File: config.mk
export PLATFORM = sky130hd
export DESIGN_NAME = tt_sweep_ctrl_flat
export DESIGN_NICKNAME = d
export VERILOG_FILES = /design/src/rtl/tt_sweep_ctrl_if.sv /design/src/rtl/tt_sweep_ctrl.sv /design/src/flat_wrapper.sv
export SDC_FILE = /design/constraint.sdc
export NUM_CORES = 1
export LEC_CHECK = 0
export ABC_CLOCK_PERIOD_IN_PS = 3870
export CAP_MARGIN = 20
export CORE_UTILIZATION = 30
export CTS_BUF_LIST = sky130_fd_sc_hd__clkbuf_8
export DETAILED_ROUTE_END_ITERATION = 8
export DONT_BUFFER_PORTS = 1
export SLEW_MARGIN = 15
export SYNTH_ARGS = -nofsm -noshare
export SYNTH_HDL_FRONTEND = slang
export SYNTH_SLANG_ARGS = --single-unit
File: constraint.sdc
create_clock -name clk -period 3.87 [get_ports clk]
set_input_delay 0.5805 -clock clk [delete_from_list [all_inputs] [get_ports clk]]
set_output_delay 0.5805 -clock clk [all_outputs]
set_load 0.01 [all_outputs]
File: src/rtl/tt_sweep_ctrl_if.sv
// tt_sweep_ctrl_if: control, result and gate-facing signals of the truth-table sweep controller.
interface tt_sweep_ctrl_if;
    logic       start;
    logic       repeat_en;
    logic       abort;
    logic [7:0] expected;
    logic       dut_out;
    logic [2:0] dut_in;
    logic       busy;
    logic       done;
    logic [7:0] tt_code;
    logic       tt_valid;
    logic       match;
    logic [7:0] err_cnt;
    modport master (
        output start, repeat_en, abort, expected, dut_out,
        input  dut_in, busy, done, tt_code, tt_valid, match, err_cnt
    );
    modport slave (
        input  start, repeat_en, abort, expected, dut_out,
        output dut_in, busy, done, tt_code, tt_valid, match, err_cnt
    );
endinterface

File: src/rtl/tt_sweep_ctrl.sv
// tt_sweep_ctrl: steps a 3-input gate through all eight input vectors, samples its output
// after a settle time and publishes the 8-bit truth-table code with match and error count.
module tt_sweep_ctrl #(
    parameter int SETTLE_CYCLES = 4,
    parameter int CNT_W         = 8
) (
    input  logic           clk,
    input  logic           rst_n,
    tt_sweep_ctrl_if.slave bus
);
    typedef enum logic {IDLE, SWEEP} state_t;
    state_t           state;
    logic [CNT_W-1:0] cnt;
    logic [7:0]       shreg;
    logic [7:0]       assembled;
    logic             last_cnt;
    // vector 0 is sampled first, so after eight shifts it lands in bit 7
    assign assembled = {shreg[6:0], bus.dut_out};
    assign last_cnt  = cnt == CNT_W'(SETTLE_CYCLES - 1);
    always_ff @(posedge clk or negedge rst_n) begin
        if (!rst_n) begin
            state        <= IDLE;
            cnt          <= '0;
            shreg        <= '0;
            bus.dut_in   <= '0;
            bus.busy     <= 1'b0;
            bus.done     <= 1'b0;
            bus.tt_code  <= '0;
            bus.tt_valid <= 1'b0;
            bus.match    <= 1'b0;
            bus.err_cnt  <= '0;
        end else begin
            bus.done <= 1'b0;
            if (state == IDLE) begin
                if (bus.start && !bus.abort) begin
                    state       <= SWEEP;
                    cnt         <= '0;
                    bus.dut_in  <= '0;
                    bus.busy    <= 1'b1;
                    bus.err_cnt <= '0;
                end
            end else if (bus.abort) begin
                state      <= IDLE;
                cnt        <= '0;
                bus.dut_in <= '0;
                bus.busy   <= 1'b0;
            end else if (!last_cnt) begin
                cnt <= cnt + CNT_W'(1);
            end else begin
                cnt        <= '0;
                shreg      <= assembled;
                bus.dut_in <= bus.dut_in + 3'd1;
                if (bus.dut_in == 3'd7) begin
                    bus.tt_code  <= assembled;
                    bus.tt_valid <= 1'b1;
                    bus.done     <= 1'b1;
                    bus.match    <= assembled == bus.expected;
                    if (assembled != bus.expected && bus.err_cnt != 8'hFF)
                        bus.err_cnt <= bus.err_cnt + 8'd1;
                    if (!bus.repeat_en) begin
                        state    <= IDLE;
                        bus.busy <= 1'b0;
                    end
                end
            end
        end
    end
endmodule
File: src/flat_wrapper.sv
// flat-port wrapper written by rule: the top's interface ports become plain ports
module tt_sweep_ctrl_flat 
#(
    parameter int SETTLE_CYCLES = 4,
    parameter int CNT_W         = 8
)
  (clk, rst_n, bus_start, bus_repeat_en, bus_abort, bus_expected, bus_dut_out, bus_dut_in, bus_busy, bus_done, bus_tt_code, bus_tt_valid, bus_match, bus_err_cnt);
  tt_sweep_ctrl_if bus_i ();
  input  logic clk;
  input  logic rst_n;
  input wire logic [$bits(bus_i.start)-1:0] bus_start;
  input wire logic [$bits(bus_i.repeat_en)-1:0] bus_repeat_en;
  input wire logic [$bits(bus_i.abort)-1:0] bus_abort;
  input wire logic [$bits(bus_i.expected)-1:0] bus_expected;
  input wire logic [$bits(bus_i.dut_out)-1:0] bus_dut_out;
  output wire logic [$bits(bus_i.dut_in)-1:0] bus_dut_in;
  output wire logic [$bits(bus_i.busy)-1:0] bus_busy;
  output wire logic [$bits(bus_i.done)-1:0] bus_done;
  output wire logic [$bits(bus_i.tt_code)-1:0] bus_tt_code;
  output wire logic [$bits(bus_i.tt_valid)-1:0] bus_tt_valid;
  output wire logic [$bits(bus_i.match)-1:0] bus_match;
  output wire logic [$bits(bus_i.err_cnt)-1:0] bus_err_cnt;
  assign bus_i.start = bus_start;
  assign bus_i.repeat_en = bus_repeat_en;
  assign bus_i.abort = bus_abort;
  assign bus_i.expected = bus_expected;
  assign bus_i.dut_out = bus_dut_out;
  assign bus_dut_in = bus_i.dut_in;
  assign bus_busy = bus_i.busy;
  assign bus_done = bus_i.done;
  assign bus_tt_code = bus_i.tt_code;
  assign bus_tt_valid = bus_i.tt_valid;
  assign bus_match = bus_i.match;
  assign bus_err_cnt = bus_i.err_cnt;
  tt_sweep_ctrl #(.SETTLE_CYCLES(SETTLE_CYCLES), .CNT_W(CNT_W)) u_core (.clk(clk), .rst_n(rst_n), .bus(bus_i));
endmodule
## After elaboration in Yosys (flattened, before gate mapping)

Index checks and enable logic that the tools add are counted.

| storage, ports and cells | value |
|---|---|
| flip-flop bits (word level) | 39 |
| bits of input ports | 14 |
| output and inout bits | 23 |
| logic and storage cells | 64 |

| operators by class | value |
|---|---|
| add/sub/neg operators | 3 |
| equal/unequal tests | 12 |
| mux-type cells | 29 |
| bitwise gates (word level) | 1 |
| reduce and logical (&&, ||, !) cells | 9 |

Operators with widths:

| kind | number |
|---|---|
| $mux W8 | 9 |
| $add A8 B1 Y8 const B | 2 |
| $mux W1 | 16 |
| $mux W3 | 4 |
| $ne A3 B3 Y1 const B | 3 |
| $eq A8 B2 Y1 const B | 1 |
| $eq A8 B8 Y1 | 1 |
| $ne A2 B2 Y1 const B | 4 |
| $ne A8 B8 Y1 | 1 |
| $ne A8 B8 Y1 const B | 1 |
| $reduce_and A4 Y1 | 2 |
| $reduce_and A5 Y1 | 1 |
| $add A3 B1 Y3 const B | 1 |
| $eq A3 B3 Y1 const B | 1 |
| $reduce_and A3 Y1 | 1 |
| $logic_and A1 B1 Y1 | 2 |
| $reduce_and A2 Y1 | 1 |
| $reduce_bool A2 Y1 | 1 |
| $logic_not A1 Y1 | 1 |
| $not A1 Y1 | 1 |

## Logic depth before layout (Yosys ltp)

Gate-level depths: netlist (run 1).

| depth | value |
|---|---|
| depth after elaboration | 7 |
| gate-level depth with buffers | 6 |
| gate-level depth less buffers | 5 |

## Least setup slack after synthesis (run 1)

OpenSTA, ideal clock, no wires.

| path | value |
|---|---|
| path kind | input port to flip-flop |
| start point | input port bus_expected[3] |
| end point | register u_core.bus.err_cnt[0] |
| setup time | 0.141 ns |
| data arrival time | 1.683 ns |
| required time | 3.729 ns |
| setup slack | 2.046 ns |
| stages | 4 |
| buffers on the path | 0 |
| path through | xor2_1 -> nor4_1 -> a221oi_4 -> mux2i_1 |

| between the ends | value |
|---|---|
| cells in the longest elaborated chain, start to end | 4 |

Ends and longest elaborated chain:

| what | line | text |
|---|---|---|
| start, declared | flat_wrapper.sv:14 | `input wire logic [$bits(bus_i.expected)-1:0] bus_expected;` |
| $ne A8 B8 Y1 | tt_sweep_ctrl.sv:58 | `if (assembled != bus.expected && bus.err_cnt != 8'hFF)` |
| $logic_and A1 B1 Y1 | tt_sweep_ctrl.sv:58 |  |
| $ne A2 B2 Y1 (no line) | n/a |  |
| $reduce_and A5 Y1 (no line) | n/a |  |
| end signal, assigned | tt_sweep_ctrl.sv:59 | `bus.err_cnt <= bus.err_cnt + 8'd1;` |
| end, declared | tt_sweep_ctrl_if.sv:21 | `output dut_in, busy, done, tt_code, tt_valid, match, err_cnt` |

Every way passes these cells.
A chain may end at the register's enable or synchronous reset.

## Final worst setup path (run 1)

| path | value |
|---|---|
| start point | register u_core.cnt[0] |
| end point | register u_core.bus.err_cnt[7] |

| between the ends | value |
|---|---|
| cells in the longest elaborated chain, start to end | 3 |

Ends and longest elaborated chain:

| what | line | text |
|---|---|---|
| start, declared | tt_sweep_ctrl.sv:13 | `logic [CNT_W-1:0] cnt;` |
| start signal, assigned | tt_sweep_ctrl.sv:48 | `cnt <= cnt + CNT_W'(1);` |
| $eq A8 B2 Y1 | tt_sweep_ctrl.sv:19 | `assign last_cnt = cnt == CNT_W'(SETTLE_CYCLES - 1);` |
| $ne A2 B2 Y1 (no line) | n/a |  |
| $reduce_and A5 Y1 (no line) | n/a |  |

Every way passes these cells.

==> flow_summary.json, run 1 <==
{
  "layout.nets": 197,
  "ys_top_cells_by_area": "sky130_fd_sc_hd__dfrtp_1, sky130_fd_sc_hd__mux2_2, sky130_fd_sc_hd__mux2i_1",
  "grt_start_max_net_pins": 40,
  "setup.worst_path.start_class": "flop",
  "synth-edff-count": 0,
  "rsz0062_at_grt": "false",
  "post_cts_setup_buffers": 0,
  "finalCritPeriodShare_pct": 59.2,
  "cts_root_buf": "sky130_fd_sc_hd__clkbuf_8",
  "cts_repair_resize_count": 0,
  "die_area_um2": 6840,
  "clkTransAtPathRegs_ps": 70,
  "final_setup_skew_ps": 4.68,
  "dominantRegCellSynth": "sky130_fd_sc_hd__dfrtp_1",
  "clock_buffer_depth": 2,
  "postRouteWirelength_um": 3920,
  "htree_num_levels": 2,
  "first_pass_iters": 4,
  "syn_nets": 193,
  "grt-ovfl-total": 0,
  "postSynthRegisterBits": 39,
  "r2r_end": "u_core.bus.err_cnt[7]",
  "floorplan.die.height_um": 82.7,
  "route.antenna.remaining_nets": 0,
  "critical_path_arrival_ps": 2510,
  "ys_warn_count": 0,
  "yosysMostFrequentCell": "sky130_fd_sc_hd__dfrtp_1",
  "worst_slew_pin_slew_ps": 930,
  "vias": 1328,
  "placement_rows": 29,
  "die_width_um": 82.7,
  "syn_area_um2": 1950,
  "layout.cell_area.non_filler_um2": 2140,
  "ir_worst_vdd_mv": 0.191,
  "syn_inst": 175,
  "io_buffers": 0,
  "drc": 0,
  "relSlewSlack_pct": 38.0,
  "post_synth_num_cell_types": 37,
  "p_leak_uw": 0.00100,
  "crit_fanout": 12,
  "clk_lat_worst_skew_ps": 290,
  "routedWlPerCell_um": 15.3,
  "gr-usage-all-layers_pct": 12.6,
  "cts_hold_repair.buffers": 1,
  "diodes": 0,
  "critical_path.reg2reg.startpoint": "u_core.cnt[0]",
  "cts_made_buffers": 5,
  "area.growth.synth_to_final_pct": 9.61,
  "synth-seq-area-share_pct": 50.0,
  "share_of_yosys_cell_area_claimed_by_the_top_area_cell_type_pct": 50.0,
  "drtIter0Drc": 57,
  "grt_pass1_vias": 1262,
  "start_util_pct": 30.9,
  "run_status": "finished clean",
  "setup_viol_count_final": 0,
  "post_synth_top_area_cell": "sky130_fd_sc_hd__dfrtp_1",
  "finalCriticalPeriod_ps": 2290,
  "ff2ff_setup_slack_ps": 1580,
  "drv_cap": 0,
  "floorplan.core_area_um2": 6310,
  "setup_tns_ps": 0,
  "synthesis.area_per_instance_um2": 11.2,
  "timing_hold_violations_final": 0,
  "clock_sinks": 39,
  "antenna_violations_before_repair": 0,
  "pwr_per_cell_area_nw_per_um2": 344,
  "max_freq_mhz": 436,
  "slew_violations": 0,
  "floorplan.io_pins": 37,
  "asyncSetResetFlopFracSynth_pct": 100,
  "grt_first_pass_wirelength_um": 6380,
  "place.detailed.hpwl_um": 2700,
  "synth_commonest_cells": "sky130_fd_sc_hd__dfrtp_1, sky130_fd_sc_hd__nand2_1, sky130_fd_sc_hd__mux2_2",
  "min-delay-path-class": "primary input to asynchronous set/reset pin",
  "post_detailed_route_via_to_cell_ratio": 5.17,
  "drive_gt1_share_pct": 17.2,
  "worst-setup-path-type": "flop to flop",
  "globalplace.congestion": 0.748,
  "data_required_time_at_the_worst_endpoint_ps": 4080,
  "cts_tree": "yes",
  "cp-end-kind": "flop",
  "instance_area_at_placement_um2": 2030,
  "rr_worst_depth": 5
}
[through the flow]
stage	utilization [%]	cells	power [uW]	worst slack [ps]	hold WS, ps
6_report	33.9	257	736	1580	128
5_1_grt	33.9	257	779	1390	122
4_1_cts	33.9	257	751	1570	121
3_5_place_dp	32.2	248	462	1580	286
3_3_place_gp	32.2	248	461	1610	286
2_1_floorplan	-	175	455	2050	285
[state kept, by name (all words and copies together) (netlist names)]
signal,flops
u_core.bus.match,1
u_core.bus.dut_in,3
u_core.bus.done,1
u_core.shreg,7
u_core.bus.tt_code,8
u_core.bus.busy,1
u_core.state,1
u_core.bus.tt_valid,1
u_core.cnt,8
u_core.bus.err_cnt,8
[power breakdown]
group	internal (uW)	switching [uW]	total, uW
Sequential	414	9.01	423
Combinational	15.6	25.3	40.9
Clock	125	147	272
Total	555	181	736
[worst max-delay path: stages, from the launching register on]
cell and delay (ps):
sky130_fd_sc_hd__dfrtp_1 390, sky130_fd_sc_hd__ha_1 220, sky130_fd_sc_hd__nor3b_2 400, sky130_fd_sc_hd__nand4_1 600
sky130_fd_sc_hd__a21oi_1 390, sky130_fd_sc_hd__mux2i_1 210
[area by class of cell]
type / count / area [um2]
clock buffer: 5 / 68.8
tap: 77 / 96.3
inverter: 5 / 18.8
fill: 630 / 4170
sequential: 39 / 976
clock inverter: 3 / 20.0
multi-input combinational: 127 / 941
timing repair buffer: 1 / 20.0
[layout by cell type, fill, tap and decap left out, types with 3 or more instances in the layout]
cell,netlist,layout
sky130_fd_sc_hd__dfrtp_1,39,39
sky130_fd_sc_hd__nand2_1,20,20
sky130_fd_sc_hd__mux2_2,15,15
sky130_fd_sc_hd__o21ai_0,14,14
sky130_fd_sc_hd__mux2i_1,9,9
sky130_fd_sc_hd__xor2_1,9,9
sky130_fd_sc_hd__nor2_1,6,6
sky130_fd_sc_hd__nand3_1,6,6
sky130_fd_sc_hd__inv_1,5,5
sky130_fd_sc_hd__a22o_1,5,5
sky130_fd_sc_hd__clkbuf_8,0,5
sky130_fd_sc_hd__a21oi_1,4,4
sky130_fd_sc_hd__ha_1,4,4
sky130_fd_sc_hd__nand2b_1,3,3
sky130_fd_sc_hd__a211oi_1,3,3
sky130_fd_sc_hd__and3_1,3,3
[worst max-delay path by stage]
stage | from | endpoint | slack, ps
global placement | u_core.cnt[0] | u_core.bus.err_cnt[7] | 1610
floorplan | bus_expected[3] | u_core.bus.err_cnt[0] | 2050
detailed placement | u_core.cnt[0] | u_core.bus.err_cnt[7] | 1580
finish | u_core.cnt[0] | u_core.bus.err_cnt[7] | 1580
global route | u_core.cnt[0] | u_core.bus.err_cnt[7] | 1390
CTS | u_core.cnt[0] | u_core.bus.err_cnt[7] | 1570
[cells by family after synthesis]
logic type	share of synthesized area, %
adders and majority gates	2.56
buffers and inverters	1.86
and+or+nand+nor	15.2
DFF	50.0
muxes	13.3
xor gates and xnor gates	4.93
AOI/OAI and AO/OA	12.2
[per-layer routing]
metal  GRT usage (%)  share of wire [%]  routed length, um
met5               0                  0                  0
met4            4.66                1.2                 47
met3            4.62                6.5                254
met2            20.6                 48               1880
met1            15.2                 44               1740
(Power assumes the default switching activity.)
==> inputs of run 2 (changes only) <==
--- a/config.mk
+++ b/config.mk
@@ -5,7 +5,7 @@
 export SDC_FILE = /design/constraint.sdc
 export NUM_CORES = 1
 export LEC_CHECK = 0
-export ABC_CLOCK_PERIOD_IN_PS = 3870
+export ABC_CLOCK_PERIOD_IN_PS = 2400
 export CAP_MARGIN = 20
 export CORE_UTILIZATION = 30
 export CTS_BUF_LIST = sky130_fd_sc_hd__clkbuf_8
==> constraint.sdc (replaced) <==
create_clock -name clk -period 2.4 [get_ports clk]
set_input_delay 0.36 -clock clk [delete_from_list [all_inputs] [get_ports clk]]
set_output_delay 0.36 -clock clk [all_outputs]
set_load 0.01 [all_outputs]
==> flow_summary.json, run 2 (synthesis results as in run 1) <==
{
  "run_status": "finished clean",
  "clkPwrFrac_pct": 37.0,
  "diodes": 0,
  "slew_violations": 0,
  "io_buffers": 0,
  "layout.nets": 202,
  "gr-usage-all-layers_pct": 12.0,
  "drive_gt1_share_pct": 18.9,
  "drv_cap": 0,
  "drc": 0,
  "power.internal_uw": 898,
  "setup.worst_path.start_class": "flop",
  "cp-end-kind": "flop",
  "timing.critical_path.cells": "ha_1 -> nor3b_2 -> nand4_2 -> a221oi_4 -> mux2i_1",
  "route.antenna.remaining_nets": 0,
  "drtIter0Drc": 32,
  "floorplan.die.height_um": 82.7,
  "final_setup_skew_ps": 4.79,
  "clk_lat_worst_skew_ps": 290,
  "timing.critical_path.slowest_stage_cell": "sky130_fd_sc_hd__a221oi_4",
  "timing_hold_violations_final": 0,
  "grt_first_pass_wirelength_um": 6070,
  "cts_tree": "yes",
  "grt_start_max_net_pins": 40,
  "finalWorstSetupSlack_ps": 407,
  "max_freq_mhz": 502,
  "die_area_um2": 6840,
  "seqPwrFrac_pct": 57.1,
  "ff2ff_setup_slack_ps": 410,
  "layout.filler_cells": 646,
  "rsz0062_at_grt": "false",
  "ir_worst_vdd_mv": 0.274,
  "antenna_violations_before_repair": 0,
  "setup_tns_ps": 0,
  "placement_rows": 29,
  "worst_slew_pin_slew_ps": 757,
  "mostFrequentLayoutCell": "sky130_fd_sc_hd__dfrtp_1",
  "floorplan.core_area_um2": 6310,
  "place.detailed.hpwl_um": 2730,
  "critical_path_arrival_ps": 2210,
  "clock_sinks": 39,
  "htree_num_levels": 2,
  "crit_fanout": 7,
  "finalCritPeriodShare_pct": 83.1,
  "routedWlPerCell_um": 14.7,
  "critPathMaxStageDelay_ps": 490,
  "cts_root_buf": "sky130_fd_sc_hd__clkbuf_8",
  "clkTransAtPathRegs_ps": 80,
  "grt_pass1_vias": 1247,
  "die_width_um": 82.7,
  "layout_common_cells": "sky130_fd_sc_hd__dfrtp_1, sky130_fd_sc_hd__nand2_1, sky130_fd_sc_hd__mux2_2",
  "globalplace.congestion": 0.805,
  "vias": 1343,
  "min-delay-path-class": "primary input to flop",
  "cts_repair_resize_count": 0,
  "dp_slack_ps": 420,
  "pwr_per_cell_area_nw_per_um2": 548,
  "postRouteWirelength_um": 3840,
  "floorplan.io_pins": 37,
  "post_detailed_route_via_to_cell_ratio": 5.13,
  "post_cts_setup_buffers": 0,
  "start_util_pct": 30.9,
  "fin_worst_hold_slack_ps": 122,
  "finalCriticalPeriod_ps": 1990,
  "area.growth.synth_to_final_pct": 11.7,
  "biggestRegsByFlops": "u_core.bus.err_cnt (8), u_core.bus.tt_code (8), u_core.cnt (8)",
  "p_leak_uw": 0.00103,
  "clock_buffer_depth": 2,
  "cts_made_buffers": 5,
  "relSlewSlack_pct": 49.5,
  "data_required_time_at_the_worst_endpoint_ps": 2620,
  "setup_viol_count_final": 0,
  "power.share.combinational_pct": 5.9,
  "switching_power_as_a_share_of_total_power_pct": 24.8,
  "grt-ovfl-total": 0,
  "power_switching_uw": 296,
  "first_pass_iters": 4,
  "worst-setup-path-type": "flop to flop"
}
==> run 2: path summary, 6_finish.rpt <==
path / startpoint / to / depth (start not counted)
min reg2reg: u_core.cnt[1] / u_core.cnt[1] / 1
max reg2reg: u_core.cnt[0] / u_core.bus.err_cnt[0] / 5
min in group asynchronous: rst_n / u_core.bus.tt_code[6] / 2
max in group asynchronous: rst_n / u_core.bus.err_cnt[0] / 2
max: u_core.cnt[0] / u_core.bus.err_cnt[0] / 5
min: bus_abort / u_core.state / 1
==> run 2: worst max-delay path, delay by kind of cell, from the launching register on <==
family | cells | cell delay [ps]
simple gates | 2 | 590
flops | 1 | 380
mux | 1 | 240
fa+ha+maj | 1 | 210
compound gates | 1 | 490
==> run 2: layout make-up <==
cell class | count | area, um2 | area share [%]
clock buffer | 5 | 68.8 | 3.16
clock inverter | 3 | 20.0 | 0.918
inverter | 5 | 18.8 | 0.861
multi-input combinational | 127 | 941 | 43.1
sequential | 39 | 976 | 44.8
tap | 77 | 96.3 | 4.42
timing repair buffer | 6 | 60.1 | 2.75
==> run 2: stage by stage <==
step	utilization (%)	instance area [um2]	instances	power, uW
finish	34.5	2180	262	1190
global placement	32.7	2060	252	747
global route	34.5	2180	262	1250
detailed placement	32.7	2060	252	748
floorplan	-	1950	175	734
CTS	34.5	2180	262	1210
==> run 2: routing by layer <==
layer / track usage [%] / routed length [um] / up-vias
li1: - / - / 650
met1: 14.2 / 1680 / 651
met2: 19.0 / 1810 / 34
met3: 5.05 / 265 / 8
met4: 5.00 / 80 / 0
met5: 0 / 0 / -
==> run 2: what timing repair did <==
| item | CTS | global route |
|---|---|---|
| hold buffers | 2 | 0 |
| setup endpoints to repair | 0 | 0 |
| hold endpoints to repair | 39 | 0 |
==> run 2: power groups by stage <==
stage / clock, uW / sequential (uW) / combinational, uW
6_report: 443 / 682 / 70.0
5_1_grt: 485 / 684 / 79.0
4_1_cts: 455 / 682 / 72.1
3_5_place_dp: 0 / 695 / 52.9
3_3_place_gp: 0 / 695 / 52.0
2_1_floorplan: 0 / 689 / 44.3
==> inputs of run 3 (changes only) <==
--- a/config.mk
+++ b/config.mk
@@ -5,7 +5,7 @@
 export SDC_FILE = /design/constraint.sdc
 export NUM_CORES = 1
 export LEC_CHECK = 0
-export ABC_CLOCK_PERIOD_IN_PS = 2400
+export ABC_CLOCK_PERIOD_IN_PS = 1700
 export CAP_MARGIN = 20
 export CORE_UTILIZATION = 30
 export CTS_BUF_LIST = sky130_fd_sc_hd__clkbuf_8
==> constraint.sdc (replaced) <==
create_clock -name clk -period 1.7 [get_ports clk]
set_input_delay 0.255 -clock clk [delete_from_list [all_inputs] [get_ports clk]]
set_output_delay 0.255 -clock clk [all_outputs]
set_load 0.01 [all_outputs]
==> flow_summary.json, run 3 (synthesis results as in run 1) <==
{
  "post_detailed_route_via_to_cell_ratio": 4.93,
  "place.detailed.hpwl_um": 3050,
  "critPathBufInv": 3,
  "seqPwrFrac_pct": 48.0,
  "grt_first_pass_wirelength_um": 6870,
  "timing.critical_path.cells": "nor4_4 -> buf_4 -> nand4_1 -> buf_6 -> buf_6 -> mux2_4",
  "timing.critical_path.slowest_stage_cell": "sky130_fd_sc_hd__dfrtp_1",
  "worst_slew_pin_slew_ps": 408,
  "finalCriticalPeriod_ps": 1750,
  "drv_cap": 0,
  "floorplan.core_area_um2": 6310,
  "mostFrequentLayoutCell": "sky130_fd_sc_hd__dfrtp_1",
  "gr-usage-all-layers_pct": 13.5,
  "grt-ovfl-total": 0,
  "cts_made_buffers": 5,
  "globalplace.congestion": 0.807,
  "htree_num_levels": 2,
  "met3RoutedLength_um": 259,
  "ff2ff_setup_slack_ps": -50,
  "layout_common_cells": "sky130_fd_sc_hd__dfrtp_1, sky130_fd_sc_hd__buf_4, sky130_fd_sc_hd__nand2_1",
  "layout.nets": 240,
  "pwr_per_cell_area_nw_per_um2": 776,
  "setup_viol_count_final": 9,
  "cts_root_buf": "sky130_fd_sc_hd__clkbuf_8",
  "setup.worst_path.start_class": "flop",
  "drc": 0,
  "vias": 1478,
  "power.internal_uw": 1590,
  "p_leak_uw": 0.00126,
  "floorplan.die.height_um": 82.7,
  "setup_tns_ps": -282,
  "cp_top_family": "buffers and inverters",
  "final_setup_skew_ps": 4.07,
  "cp-end-kind": "flop",
  "finalCritPeriodShare_pct": 103,
  "min-delay-path-class": "primary input to flop",
  "antenna_violations_before_repair": 0,
  "io_buffers": 0,
  "first_pass_iters": 4,
  "critical_path_arrival_ps": 1920,
  "biggestRegsByFlops": "u_core.bus.err_cnt (8), u_core.bus.tt_code (8), u_core.cnt (8)",
  "drive_gt1_share_pct": 33.6,
  "finalWorstSetupSlack_ps": -49.2,
  "dr.max_layer_used": "met4",
  "layout.cell_area.non_filler_um2": 2570,
  "postRouteWirelength_um": 4200,
  "diodes": 0,
  "ir_worst_vdd_mv": 0.418,
  "start_util_pct": 30.9,
  "die_width_um": 82.7,
  "die_area_um2": 6840,
  "floorplan.io_pins": 37,
  "rsz0062_at_grt": "true",
  "routedWlPerCell_um": 14.0,
  "grt_pass1_vias": 1455,
  "totalPowerFinal_uw": 2000,
  "worst-setup-path-type": "flop to flop",
  "run_status": "complete, but fails checks",
  "power_switching_uw": 401,
  "met2WireLength_um": 2060,
  "layout.filler_cells": 624,
  "max_freq_mhz": 572,
  "instance_area_at_placement_um2": 2310,
  "slew_violations": 0,
  "clock_buffer_depth": 2,
  "clkTransAtPathRegs_ps": 70,
  "area.growth.synth_to_final_pct": 31.7,
  "cts_tree": "yes",
  "grt_start_max_net_pins": 40,
  "route.antenna.remaining_nets": 0,
  "clkPwrFrac_pct": 44.7,
  "failed_checks": "negative setup slack",
  "crit_fanout": 4,
  "critPathMaxStageDelay_ps": 440,
  "drtIter0Drc": 60,
  "data_required_time_at_the_worst_endpoint_ps": 1880,
  "cp_common_cell": "sky130_fd_sc_hd__buf_6",
  "clk_lat_worst_skew_ps": 290,
  "power.share.combinational_pct": 7.3,
  "wl_met1_um": 1820,
  "switching_power_as_a_share_of_total_power_pct": 20.1,
  "timing_hold_violations_final": 0,
  "relSlewSlack_pct": 72.7,
  "placement_rows": 29,
  "fin_worst_hold_slack_ps": 30.4,
  "clock_sinks": 39
}
==> run 3: cell count changes in the layout (fill, tap and decap cells not counted), sizes merged <==
| cell | delta |
|---|---|
| buf | +38 |
| clkinv | -1 |
| clkinvlp | -2 |
| bufinv | +2 |
| inv | +1 |
==> run 3: area by class of cell <==
cell class,instances,area [um2],share of cell area (%)
clock buffers,5,68.8,2.68
flip-flops and latches,39,976,37.9
repair buffers,44,377,14.6
clock inverters,3,63.8,2.48
multi-input cells,127,972,37.8
inverters,5,18.8,0.730
well taps,77,96.3,3.75
==> run 3: timing repair <==
action	in CTS	in global routing
resized for setup	2	9
endpoints found under the hold margin	39	0
hold buffers	2	0
endpoints found under the setup margin	15	27
setup buffers	5	3
pin swaps	4	3
==> run 3: worst register-to-register path: cells and delay by family, from the launching register on <==
family        cells  cell delay [ps]
buf+inv           3              470
flops             1              440
simple gates      2              440
mux               1              290
==> run 3: final timing paths <==
kind,from,to,depth (start not counted)
worst min register to register,u_core.bus.tt_valid,u_core.bus.tt_valid,1
worst max register to register,u_core.cnt[6],u_core.bus.tt_code[0],6
min in group asynchronous,rst_n,u_core.cnt[1],2
worst min-delay path,bus_abort,u_core.state,1
worst max-delay path,u_core.cnt[6],u_core.bus.tt_code[0],6
max in group asynchronous,rst_n,u_core.shreg[2],2
==> run 3: layer usage <==
metal / up-vias / track usage [%]
met4: 0 / 4.66
met3: 7 / 4.07
met1: 714 / 16.9
met2: 32 / 21.8
li1: 725 / -
met5: - / 0
==> run 3: metrics by stage <==
step / worst slack [ps] / utilization [%] / instances
global placement: -27.9 / 36.5 / 282
finish: -49.2 / 40.7 / 300
global route: -114 / 40.7 / 300
CTS: -9.34 / 39.8 / 297
detailed placement: -39.5 / 36.5 / 282
floorplan: -1.23 / - / 175
==> run 3: power by group through the flow <==
stage,Clock [uW],Sequential [uW],Combinational (uW)
2_1_floorplan,0,973,63.4
3_3_place_gp,0,975,106
3_5_place_dp,0,976,108
4_1_cts,920,958,140
5_1_grt,959,960,164
6_report,893,958,145
